==> src/rtl/layer_vector_packer_pkg.sv <==
// Shared definitions for the layer vector packer and the layer controller:
// index sizing helper and the packer's FILL/FULL state encoding.
package layer_vector_packer_pkg;

  // Packer state: collecting elements, or holding a complete vector for the consumer.
  typedef enum logic {
    StFill = 1'b0,
    StFull = 1'b1
  } pack_state_e;

  // Bits needed to index 'value' entries (ceil(log2(value)), never less than 1).
  function automatic int unsigned clogb2(input int unsigned value);
    int unsigned width;
    width = 1;
    while ((32'd1 << width) < value) begin
      width = width + 1;
    end
    return width;
  endfunction

endpackage

==> src/rtl/layer_vector_packer_tc_to_sm.sv <==
// Two's-complement to sign-magnitude converter. The most negative code has no
// sign-magnitude equivalent and saturates to the largest negative magnitude.
module layer_vector_packer_tc_to_sm #(
  parameter int unsigned DW = 8
) (
  input  logic [DW-1:0] tc,
  output logic [DW-1:0] sm
);

  logic [DW-1:0] neg;

  // Magnitude of negative inputs; min code saturates so -0 never appears.
  always_comb begin
    neg = ~tc + DW'(1);
    if (!tc[DW-1]) begin
      sm = tc;
    end else if (tc[DW-2:0] == '0) begin
      sm = '1;
    end else begin
      sm = {1'b1, neg[DW-2:0]};
    end
  end

endmodule

==> src/rtl/layer_vector_packer.sv <==
// Packs N converted activations into one vector for the next layer's datapath.
// Elements arrive one per accept; the full vector is held until the consumer
// takes it, and slots are simply overwritten by the next fill.
module layer_vector_packer
  import layer_vector_packer_pkg::*;
#(
  parameter int unsigned N      = 10,
  parameter int unsigned DW     = 8,
  parameter int unsigned DW_VEC = N * DW
) (
  input  logic                  clk,
  input  logic                  rst,
  input  logic                  clear,
  input  logic                  in_valid,
  output logic                  in_ready,
  input  logic [DW-1:0]         in_data,
  output logic                  vec_valid,
  input  logic                  vec_ready,
  output logic [DW_VEC-1:0]     out_vec,
  output logic [clogb2(N)-1:0]  fill_idx
);

  localparam int unsigned IdxW = clogb2(N);
  localparam logic [IdxW-1:0] LastIdx = IdxW'(N - 1);

  pack_state_e   state_q, state_d;
  logic [IdxW-1:0] fill_idx_q, fill_idx_d;
  logic [DW-1:0] slot_q [N];
  logic [DW-1:0] sm_data;
  logic          accept;

  layer_vector_packer_tc_to_sm #(
    .DW (DW)
  ) u_tc_to_sm (
    .tc (in_data),
    .sm (sm_data)
  );

  // State and fill index registers.
  always_ff @(posedge clk or negedge rst) begin
    if (!rst) begin
      state_q    <= StFill;
      fill_idx_q <= '0;
    end else begin
      state_q    <= state_d;
      fill_idx_q <= fill_idx_d;
    end
  end

  // Next state: clear overrides both accept and handoff.
  always_comb begin
    state_d    = state_q;
    fill_idx_d = fill_idx_q;
    if (clear) begin
      state_d    = StFill;
      fill_idx_d = '0;
    end else begin
      unique case (state_q)
        StFill: begin
          if (accept) begin
            if (fill_idx_q == LastIdx) begin
              state_d    = StFull;
              fill_idx_d = '0;
            end else begin
              fill_idx_d = fill_idx_q + IdxW'(1);
            end
          end
        end
        StFull: begin
          if (vec_ready) begin
            state_d = StFill;
          end
        end
        default: begin
          state_d    = StFill;
          fill_idx_d = '0;
        end
      endcase
    end
  end

  // Handshake outputs decoded from state.
  always_comb begin
    in_ready  = (state_q == StFill) && !clear;
    vec_valid = (state_q == StFull);
    fill_idx  = fill_idx_q;
  end

  assign accept = in_valid && in_ready;

  // Slot registers: only the slot at fill_idx is written on an accept.
  always_ff @(posedge clk or negedge rst) begin
    if (!rst) begin
      for (int k = 0; k < int'(N); k++) begin
        slot_q[k] <= '0;
      end
    end else begin
      for (int k = 0; k < int'(N); k++) begin
        if (accept && (fill_idx_q == IdxW'(k))) begin
          slot_q[k] <= sm_data;
        end
      end
    end
  end

  // Slot k occupies bits [k*DW +: DW] of the packed vector.
  always_comb begin
    out_vec = '0;
    for (int k = 0; k < int'(N); k++) begin
      out_vec[k*DW +: DW] = slot_q[k];
    end
  end

endmodule

==> config.mk <==
export PLATFORM = sky130hd
export DESIGN_NAME = layer_vector_packer
export DESIGN_NICKNAME = d
export VERILOG_FILES = /design/src/rtl/layer_vector_packer_pkg.sv /design/src/rtl/layer_vector_packer_tc_to_sm.sv /design/src/rtl/layer_vector_packer.sv
export SDC_FILE = /design/constraint.sdc
export NUM_CORES = 1
export LEC_CHECK = 0
export CAP_MARGIN = 10
export CORE_MARGIN = 2
export CORE_UTILIZATION = 35
export CTS_BUF_LIST = sky130_fd_sc_hd__clkbuf_4 sky130_fd_sc_hd__clkbuf_8
export DETAILED_ROUTE_END_ITERATION = 16
export MAX_ROUTING_LAYER = met4
export SETUP_SLACK_MARGIN = 0.02
export SLEW_MARGIN = 20
export SYNTH_ARGS = -nofsm -noshare
export SYNTH_HDL_FRONTEND = slang
export SYNTH_HIERARCHICAL = 1
export SYNTH_SLANG_ARGS = --single-unit
export TNS_END_PERCENT = 1
==> constraint.sdc <==
create_clock -name clk -period 2.2 [get_ports clk]
set_input_delay 0.44 -clock clk [delete_from_list [all_inputs] [get_ports clk]]
set_output_delay 0.44 -clock clk [all_outputs]
set_load 0.03 [all_outputs]
==> out/summary.txt, run 1 <==
outcome = finished clean
Longest Clk Path Bufs = 2
TritonCTS clock tree = done
synthesized area = 0.003610 sq mm
Gate Count Post-Synth = 252
diode count = 0
Synth-to-Final Area Change = 41.49%
Max Clk Rate = 0.4822 GHz
Initial Util = 35.44%
DRT Pass-1 Iters = 4
sequential element share of the synthesized area = 58.93%
post-synth net total = 266
Die H = 105.6 microns
DRC = 0
via count = 2469
hold slack = 0.05356 ns
Global Route met1 Usage = 21.68%
drt total wl = 8.807 mm
vias in the first global route = 2572
H-tree levels = 3
R2R Setup Slk = 0.38 ns
Worst Max-Slew Pin Slew = 0.6977 ns
worst endpoint data arrival time = 2.37 ns
clock transition at the registers of the reported paths = 0.09 ns
Slowest-stage cell, CP = a211oi_4
setup bufs post-CTS = 0
FF-to-FF path depth = 5
global-route wire length before repair = 13.96 mm
post-route setup slack = 0.1261 ns
nets = 388
Final Hold Viols = 0
Overall Power = 4253 uW
Clock Sinks = 85
# port buffers = 98
Setup Skew = 0.008055 ns
met3 usage = 4.020%
Slew Viols, Final = 0
Comb power frac = 31.1%
power share of the sequential group = 44.8%
Die Wd = 105.6 microns
Avg Cell Area, Syn = 14.32 sq um
Num CTS Buffers = 9
Final Critical Period = 2.074 ns
later-pin clock latency in the skew report = 0.36 ns
Placed Instances = 499
Rows = 37
busiest grt layer = met2
DP HPWL = 6.453 mm
asr flop ratio synth = 100.0%
Core Box Area = 0.01018 sq mm
largest net degree at the start of global routing = 48
Yosys cell types = 39
Switching Power = 1460 uW
vias per cell = 4.794
die area = 0.01114 sq mm
Crit Path Class = input port to flop
RR Endpoint = out_vec[23]
Synth Flop Type = dfrtp_1
GPL Wtd Cong = 0.7799
CP Launch Type = input port
pre-CTS setup slack = -0.4197 ns
total congestion overflow = 0
io pins = 99
maximum vdd drop = 0.5319 mV
clock share of power = 24.1%
drt initial violations = 85
Layout fillers = 935
Syn. warnings = 6
initial antenna violation count = 0
worst rel slew slack = 53.31%
CP required = 2.49 ns
remaining antenna violation count after routing = 0
number of synthesized register bits = 85
final design utilization = 50.15%
GRT met2 Usage = 26.96%
Final period util = 94.27%
Post-synth EDFFs = 0
top cells by area, synth = dfrtp_1 (59%), mux2_2 (25%), nor2_1 (1.4%)
crit path capture type = flop
RSZ-0062 raised after global routing = yes
CP top delay family = compound AO/OA/AOI/OAI gates
pwr dens = 832.6 mW/mm^2
WL/cell = 17.10 microns
worst reg2reg startpoint = fill_idx[3]
max_cap viols = 0
synth cell count leaders = dfrtp_1 (85), mux2_2 (80), nor2_1 (13), buf_1 (8), nand3b_1 (6)
area leader, netlist = dfrtp_1
Setup-failing EPs final = 0
CP bufs+invs = 2
Int Power = 2793 uW
sw frac = 34.33%
delay of the slowest critical-path stage = 0.57 ns
crit-path max FO = 10
GRT Resource Usage Total = 16.96%
crit-path cells = clkdlybuf4s50_1 -> inv_1 -> ha_1 -> and2b_1 -> nor3_1 -> a211oi_4 -> mux2_2
top-count cell post-synth = dfrtp_1
ratio of cells with drive above 1 in the final layout = 37.47%
Post-Layout Cell Count = 515
HP Class = input port to async pin
Leak Pwr = 0.002347 uW
Clock Tree Root = clkbuf_8
share of the synthesized area in the top cell type = 58.93%
==> timing repair <==
item                       CTS  global route
setup endpoints to repair   10            10
resized for setup            1             1
hold buffers                 0             0
==> metrics by stage <==
step | cell area (sq um) | TNS, ns
2_1_floorplan | 3610 | 0
5_1_grt | 5107 | 0
3_5_place_dp | 4916 | -8.039
4_1_cts | 5105 | 0
6_report | 5107 | 0
3_3_place_gp | 4916 | -5.315
==> worst max-delay path by stage <==
stage                     slack [ns]   startpoint  cells past startpoint     endpoint
after global routing           0.002   in_data[0]                      7  out_vec[61]
final                           0.13   in_data[0]                      7  out_vec[29]
after floorplan                 0.33  fill_idx[3]                      4  out_vec[48]
after detailed placement       -0.42   in_data[0]                      7  out_vec[45]
after CTS                       0.05  fill_idx[1]                      1  fill_idx[1]
after global placement         -0.33   in_data[0]                      7  out_vec[61]
==> cell type report <==
type                    instances  area (sq um)  share of cell area (%)
multi-input cells             144          1378                   26.97
inverters                       6         22.52                  0.4410
flip-flops and latches         85          2127                   41.65
well taps                     136         170.2                   3.332
clock buffers                   9         123.9                   2.425
clock inverters                 7         57.56                   1.127
repair buffers                128          1229                   24.06
==> layout by cell type, fill, tap and decap left out, types with 2 or more instances in the layout <==
cell type	instances
inv_1	5
dfrtp_1	85
buf_4	30
nor2b_1	3
buf_12	2
a31oi_1	3
a21oi_1	5
xnor2_1	2
nor2_1	13
mux2_2	80
and4_2	2
inv_6	2
nor3_1	2
nand2_1	4
clkbuf_8	9
o21ai_0	2
nand3b_1	6
clkinvlp_4	2
nand3_2	3
clkdlybuf4s50_1	95
==> sequential cells by signal, summed over array words and instances (netlist names) <==
signal / cells
out_vec: 80
fill_idx: 4
vec_valid: 1
==> power groups by stage <==
stage / logic [uW] / registers [uW] / clock network [uW]
CTS: 1340 / 1900 / 1070
global route: 1380 / 1930 / 1130
finish: 1320 / 1900 / 1030
global placement: 1320 / 1930 / 0
floorplan: 274 / 2340 / 0
detailed placement: 1330 / 1930 / 0
==> logic make-up (layout without fill, tap and decap cells) <==
family,after synthesis,in the layout,share of synthesized area [%]
flops,85,85,58.93
mux,81,81,25.23
simple gates,44,44,8.631
buf+inv,23,150,3.258
compound gates,16,16,3.120
xor+xnor,2,2,0.4854
fa+ha+maj,1,1,0.3466
==> per-layer routing <==
metal  vias to the layer above  wire length [microns]
li1                       1133                      -
met1                      1262                   4045
met2                        61                   4253
met3                        13                    375
met4                         0                    132
met5                         -                      0
==> worst register-to-register path: stages (launching register included) <==
cell     delay, ns
dfrtp_1       0.47
nor4b_4       0.27
buf_4         0.18
buf_4         0.14
nand4_2       0.28
mux2_2        0.37
No activity file was read; power rests on OpenSTA's default activity.
==> run 2, diff against run 1 <==
Clock period 2.2 ns to 1.7 ns, I/O delays scaled along.
==> out/summary.txt, run 2 (same netlist as run 1, synthesis figures left out) <==
Final Hold Viols = 0 (unchanged)
Setup-failing EPs final = 0 (unchanged)
crit-path max FO = 9 (-1)
Setup Skew = 0.01013 ns (+0.002078 ns)
drt initial violations = 81 (-4.7%)
initial antenna violation count = 0 (unchanged)
later-pin clock latency in the skew report = 0.36 ns (about the same)
die area = 0.01114 sq mm (unchanged)
CP Launch Type = flop
Core Box Area = 0.01018 sq mm (unchanged)
drt total wl = 9.057 mm (+2.8%)
Overall Power = 5512 uW (+30%)
clock transition at the registers of the reported paths = 0.09 ns (about the same)
CP required = 1.94 ns (-0.55 ns)
ratio of cells with drive above 1 in the final layout = 44.13% (+6.7 points)
clock share of power = 26.9% (+2.8 points)
DRT Pass-1 Iters = 4 (unchanged)
hold slack = 0.3391 ns (+0.2855 ns)
Comb power frac = 28.6% (-2.5 points)
diode count = 0 (unchanged)
final design utilization = 52.32% (+2.2 points)
Slew Viols, Final = 0 (unchanged)
sw frac = 33.97% (-0.36 points)
worst reg2reg startpoint = vec_valid
vias per cell = 4.814 (+0.42%)
DP HPWL = 6.569 mm (+1.8%)
WL/cell = 17.15 microns (+0.31%)
crit path launch = vec_valid
HP Class = input port to async pin
TritonCTS clock tree = done
max_cap viols = 0 (unchanged)
Synth-to-Final Area Change = 47.63%
Leak Pwr = 0.002782 uW (+19%)
DRC = 0 (unchanged)
outcome = finished clean
io pins = 99 (unchanged)
Initial Util = 35.44% (unchanged)
RSZ-0062 raised after global routing = yes
GPL Wtd Cong = 0.7937 (+1.8%)
Final Critical Period = 1.673 ns
global-route wire length before repair = 14.35 mm (+2.8%)
via count = 2542 (+3.0%)
Max Clk Rate = 0.5978 GHz
crit path capture type = flop
Rows = 37 (unchanged)
total congestion overflow = 0 (unchanged)
vias in the first global route = 2571 (-0.039%)
pwr dens = 1034 mW/mm^2 (+24%)
Int Power = 3639 uW (+30%)
R2R Setup Slk = 0.03 ns (-0.35 ns)
Die H = 105.6 microns (unchanged)
Num CTS Buffers = 9 (unchanged)
maximum vdd drop = 0.6286 mV (+18%)
worst rel slew slack = 69.81% (+16 points)
RR Endpoint = out_vec[62]
max FFs per register = 80 (unchanged)
Switching Power = 1872 uW (+28%)
GRT Resource Usage Total = 17.53% (+0.56 points)
FF-to-FF path depth = 5 (unchanged)
commonest cells after routing, fill and taps aside = dlygate4sd2_1 (82), dfrtp_1 (81), mux2_2 (76)
nets = 401 (+3.4%)
Worst Max-Slew Pin Slew = 0.4524 ns (-0.2453 ns)
H-tree levels = 3 (unchanged)
Final period util = 98.40%
# port buffers = 98 (unchanged)
Die Wd = 105.6 microns (unchanged)
Layout fillers = 958 (+2.5%)
commonest non-fill, non-tap cell in the layout = dlygate4sd2_1
Clock Sinks = 85 (unchanged)
crit path to = out_vec[62]
worst endpoint data arrival time = 1.91 ns (-0.46 ns)
remaining antenna violation count after routing = 0 (unchanged)
power share of the sequential group = 44.6% (-0.2 points)
Clock Tree Root = clkbuf_8
largest net degree at the start of global routing = 39 (-19%)
Longest Clk Path Bufs = 2 (unchanged)
Crit Path Class = flop to flop
[run 2: power by group through the flow]
stage | combinational, uW | clock, uW | sequential, uW
after detailed placement | 1730 | 0 | 2510
after global placement | 1720 | 0 | 2500
after floorplan | 355 | 0 | 3030
final | 1580 | 1480 | 2460
after global routing | 1670 | 1610 | 2490
after CTS | 1560 | 1520 | 2460
[run 2: worst min-delay path by stage]
stage,end,slack [ns],cells after the start,from
detailed placement,out_vec[63],0.18,1,rst
CTS,out_vec[63],0.34,2,rst
global route,out_vec[63],0.34,2,rst
floorplan,fill_idx[0],0.04,0,rst
finish,out_vec[63],0.34,2,rst
global placement,out_vec[63],0.18,1,rst
[run 2: stage by stage]
step / area [sq um] / std cells / TNS (ns) / worst slack, ns
after floorplan: 3612 / 252 / -3.474 / -0.1199
after global placement: 5014 / 507 / -34.96 / -0.6656
after detailed placement: 5014 / 507 / -37.25 / -0.7385
after CTS: 5185 / 524 / -0.6401 / -0.07770
after global routing: 5329 / 528 / -0.08596 / -0.02124
final: 5329 / 528 / 0 / 0.02720
[run 2: area by class of cell]
type | count | area [sq um] | area share (%)
Sequential cell | 85 | 2132 | 40.01
Multi-Input combinational cell | 144 | 1499 | 28.13
Timing Repair Buffer | 141 | 1297 | 24.35
Tap cell | 136 | 170.2 | 3.193
Clock buffer | 10 | 137.6 | 2.583
Clock inverter | 6 | 68.82 | 1.291
Inverter | 6 | 23.77 | 0.4461
[run 2: worst max-delay path, stage by stage, from the launching register on]
cell and delay (ns):
dfrtp_2 0.43, nor4b_4 0.27, buf_4 0.18, and4_4 0.23, buf_12 0.13, mux2_2 0.32
[run 2: repair_timing]
| action | CTS | global route |
|---|---|---|
| pin swaps | 3 | 6 |
| resized for setup | 100 | 33 |
| hold buffers | 1 | 0 |
| hold endpoints to repair | 7 | 0 |
| endpoints found under the setup margin | 158 | 80 |
| setup buffers | 0 | 4 |
[run 2: layer usage]
| layer | GRT usage (%) | vias up | routed length [microns] | share of wire [%] |
|---|---|---|---|---|
| li1 | - | 1167 | - | - |
| met1 | 24.93 | 1300 | 4339 | 48 |
| met2 | 24.93 | 66 | 4185 | 46 |
| met3 | 4.391 | 9 | 418 | 4.6 |
| met4 | 5.075 | 0 | 113 | 1.2 |
| met5 | - | - | 0 | 0 |
==> run 3, diff against run 2 <==
Settings changed: CORE_UTILIZATION 35 to 50, PLACE_DENSITY set to 0.83, SLEW_MARGIN 20 to 5.
Clock period 1.7 ns to 1.8 ns, I/O delays scaled along.
==> out/summary.txt, run 3 (same netlist as run 1, synthesis figures left out) <==
Clock Sinks = 85 (unchanged)
RSZ-0062 raised after global routing = yes
vias in the first global route = 2563 (-0.31%)
TritonCTS clock tree = done
Leak Pwr = 0.003172 uW (+14%)
max_cap viols = 0 (unchanged)
Slew Viols, Final = 0 (unchanged)
final design utilization = 77.88% (+26 points)
Crit Path Class = input port to flop
later-pin clock latency in the skew report = 0.35 ns (about the same)
Setup Skew = 0.006180 ns (-0.003953 ns)
crit-path max FO = 7 (-2)
worst endpoint data arrival time = 2.00 ns (+0.09 ns)
global-route wire length before repair = 13.59 mm (-5.3%)
hold slack = 0.4763 ns (+0.1372 ns)
Core Box Area = 0.006907 sq mm (-32%)
remaining antenna violation count after routing = 0 (unchanged)
Rows = 30 (-19%)
drt total wl = 9.007 mm (-0.55%)
via count = 2579 (+1.5%)
io pins = 99 (unchanged)
sum of negative setup slack = 0 ns (unchanged)
Die Wd = 88.97 microns (-16%)
total congestion overflow = 0 (unchanged)
DRC = 0 (unchanged)
GRT Resource Usage Total = 24.20% (+6.7 points)
pre-CTS setup slack = -0.8601 ns (-0.1216 ns)
Final Critical Period = 1.762 ns
die area = 0.007915 sq mm (-29%)
post-route setup slack = 0.03793 ns (+0.01073 ns)
worst rel slew slack = 73.36% (+3.6 points)
outcome = finished clean
Die H = 88.97 microns (-16%)
nets = 397 (-1.0%)
vias per cell = 5.329 (+11%)
H-tree levels = 3 (unchanged)
Slowest-stage cell, CP = clkdlybuf4s50_1
largest net degree at the start of global routing = 32 (-18%)
Area after DPL = 0.004951 sq mm (-1.2%)
Final Hold Viols = 0 (unchanged)
DRT Pass-1 Iters = 4 (unchanged)
Initial Util = 52.26% (+17 points)
ratio of cells with drive above 1 in the final layout = 41.49% (-2.6 points)
Final period util = 97.89%
maximum vdd drop = 0.6393 mV (+1.7%)
clock transition at the registers of the reported paths = 0.09 ns (about the same)
HP Class = input port to async pin
Worst Max-Slew Pin Slew = 0.3995 ns (-0.05287 ns)
CP bufs+invs = 3 (+1)
CP Launch Type = input port
WL/cell = 18.61 microns (+8.5%)
GPL Wtd Cong = 0.8630 (+8.7%)
most used cell, CP = buf_4
drt initial violations = 137 (+69%)
fin area = 0.005379 sq mm (+0.94%)
CP required = 2.04 ns (+0.10 ns)
diode count = 0 (unchanged)
Max Clk Rate = 0.5675 GHz
initial antenna violation count = 0 (unchanged)
commonest cells after routing, fill and taps aside = dfrtp_1 (83), mux2_2 (80), dlymetal6s2s_1 (47)
Num CTS Buffers = 9 (unchanged)
crit path capture type = flop
delay of the slowest critical-path stage = 0.54 ns (+0.11 ns)
# port buffers = 98 (unchanged)
DP HPWL = 6.193 mm (-5.7%)
Clock Tree Root = clkbuf_8
pwr dens = 957.5 mW/mm^2 (-7.4%)
Longest Clk Path Bufs = 2 (unchanged)
max FFs per register = 80 (unchanged)
crit-path cells = clkdlybuf4s50_1 -> buf_4 -> nor2_1 -> o41ai_2 -> mux2i_1 -> buf_4 -> mux2_2
Setup-failing EPs final = 0 (unchanged)
CP top delay family = buffers and inverters
commonest non-fill, non-tap cell in the layout = dfrtp_1
Synth-to-Final Area Change = 49.01%
run 3: repair_timing:
item                                    in CTS  in global routing
resized for setup                           20                 58
hold buffers                                 1                  0
cloned                                       0                  1
endpoints found under the setup margin      70                113
pin swaps                                    1                  5
endpoints found under the hold margin       28                  0
buffers inserted                             0                  2
run 3: per-layer routing:
layer	routed length [microns]	global-route usage [%]	up-vias
met3	412	4.801	7
met4	97	7.327	0
li1	-	-	1159
met5	0	-	-
met1	3850	32.30	1325
met2	4648	37.99	88
run 3: where the power goes:
group | internal [uW] | switching [uW] | leakage, uW | total (uW)
logic | 716 | 920 | 0.00196 | 1640
registers | 2170 | 147 | 0.00113 | 2320
clock network | 535 | 664 | 0.0000828 | 1200
total | 3420 | 1730 | 0.00317 | 5150
run 3: final timing paths:
kind / from / endpoint / slack, ns / depth (start not counted)
setup / recovery: in_data[5] / out_vec[12] / 0.04 / 7
hold / removal: rst / out_vec[60] / 0.48 / 2
setup reg to reg: vec_valid / out_vec[57] / 0.05 / 5
hold reg to reg: out_vec[16] / out_vec[16] / 0.51 / 1
max in group asynchronous: rst / out_vec[0] / 0.72 / 3
min in group clk: out_vec[16] / out_vec[16] / 0.51 / 1
run 3: area by class of cell:
type                            instances  area, sq um
Clock buffer                           11        138.9
Clock inverter                          5        36.28
Fill cell                             448         1528
Inverter                                6        22.52
Multi-Input combinational cell        144         1451
Sequential cell                        85         2130
Tap cell                               96        120.1
Timing Repair Buffer                  137         1480
run 3: worst reg2reg max path, stage by stage, from the launching register on:
cell,delay (ns)
dfrtp_2,0.46
nor4b_4,0.28
buf_4,0.18
and4_1,0.25
buf_12,0.14
mux2_2,0.33
run 3: per-stage QoR:
step / power, uW / instances
after floorplan: 3194 / 252
after global placement: 3961 / 464
after detailed placement: 4001 / 464
after CTS: 5187 / 481
after global routing: 5366 / 484
final: 5150 / 484
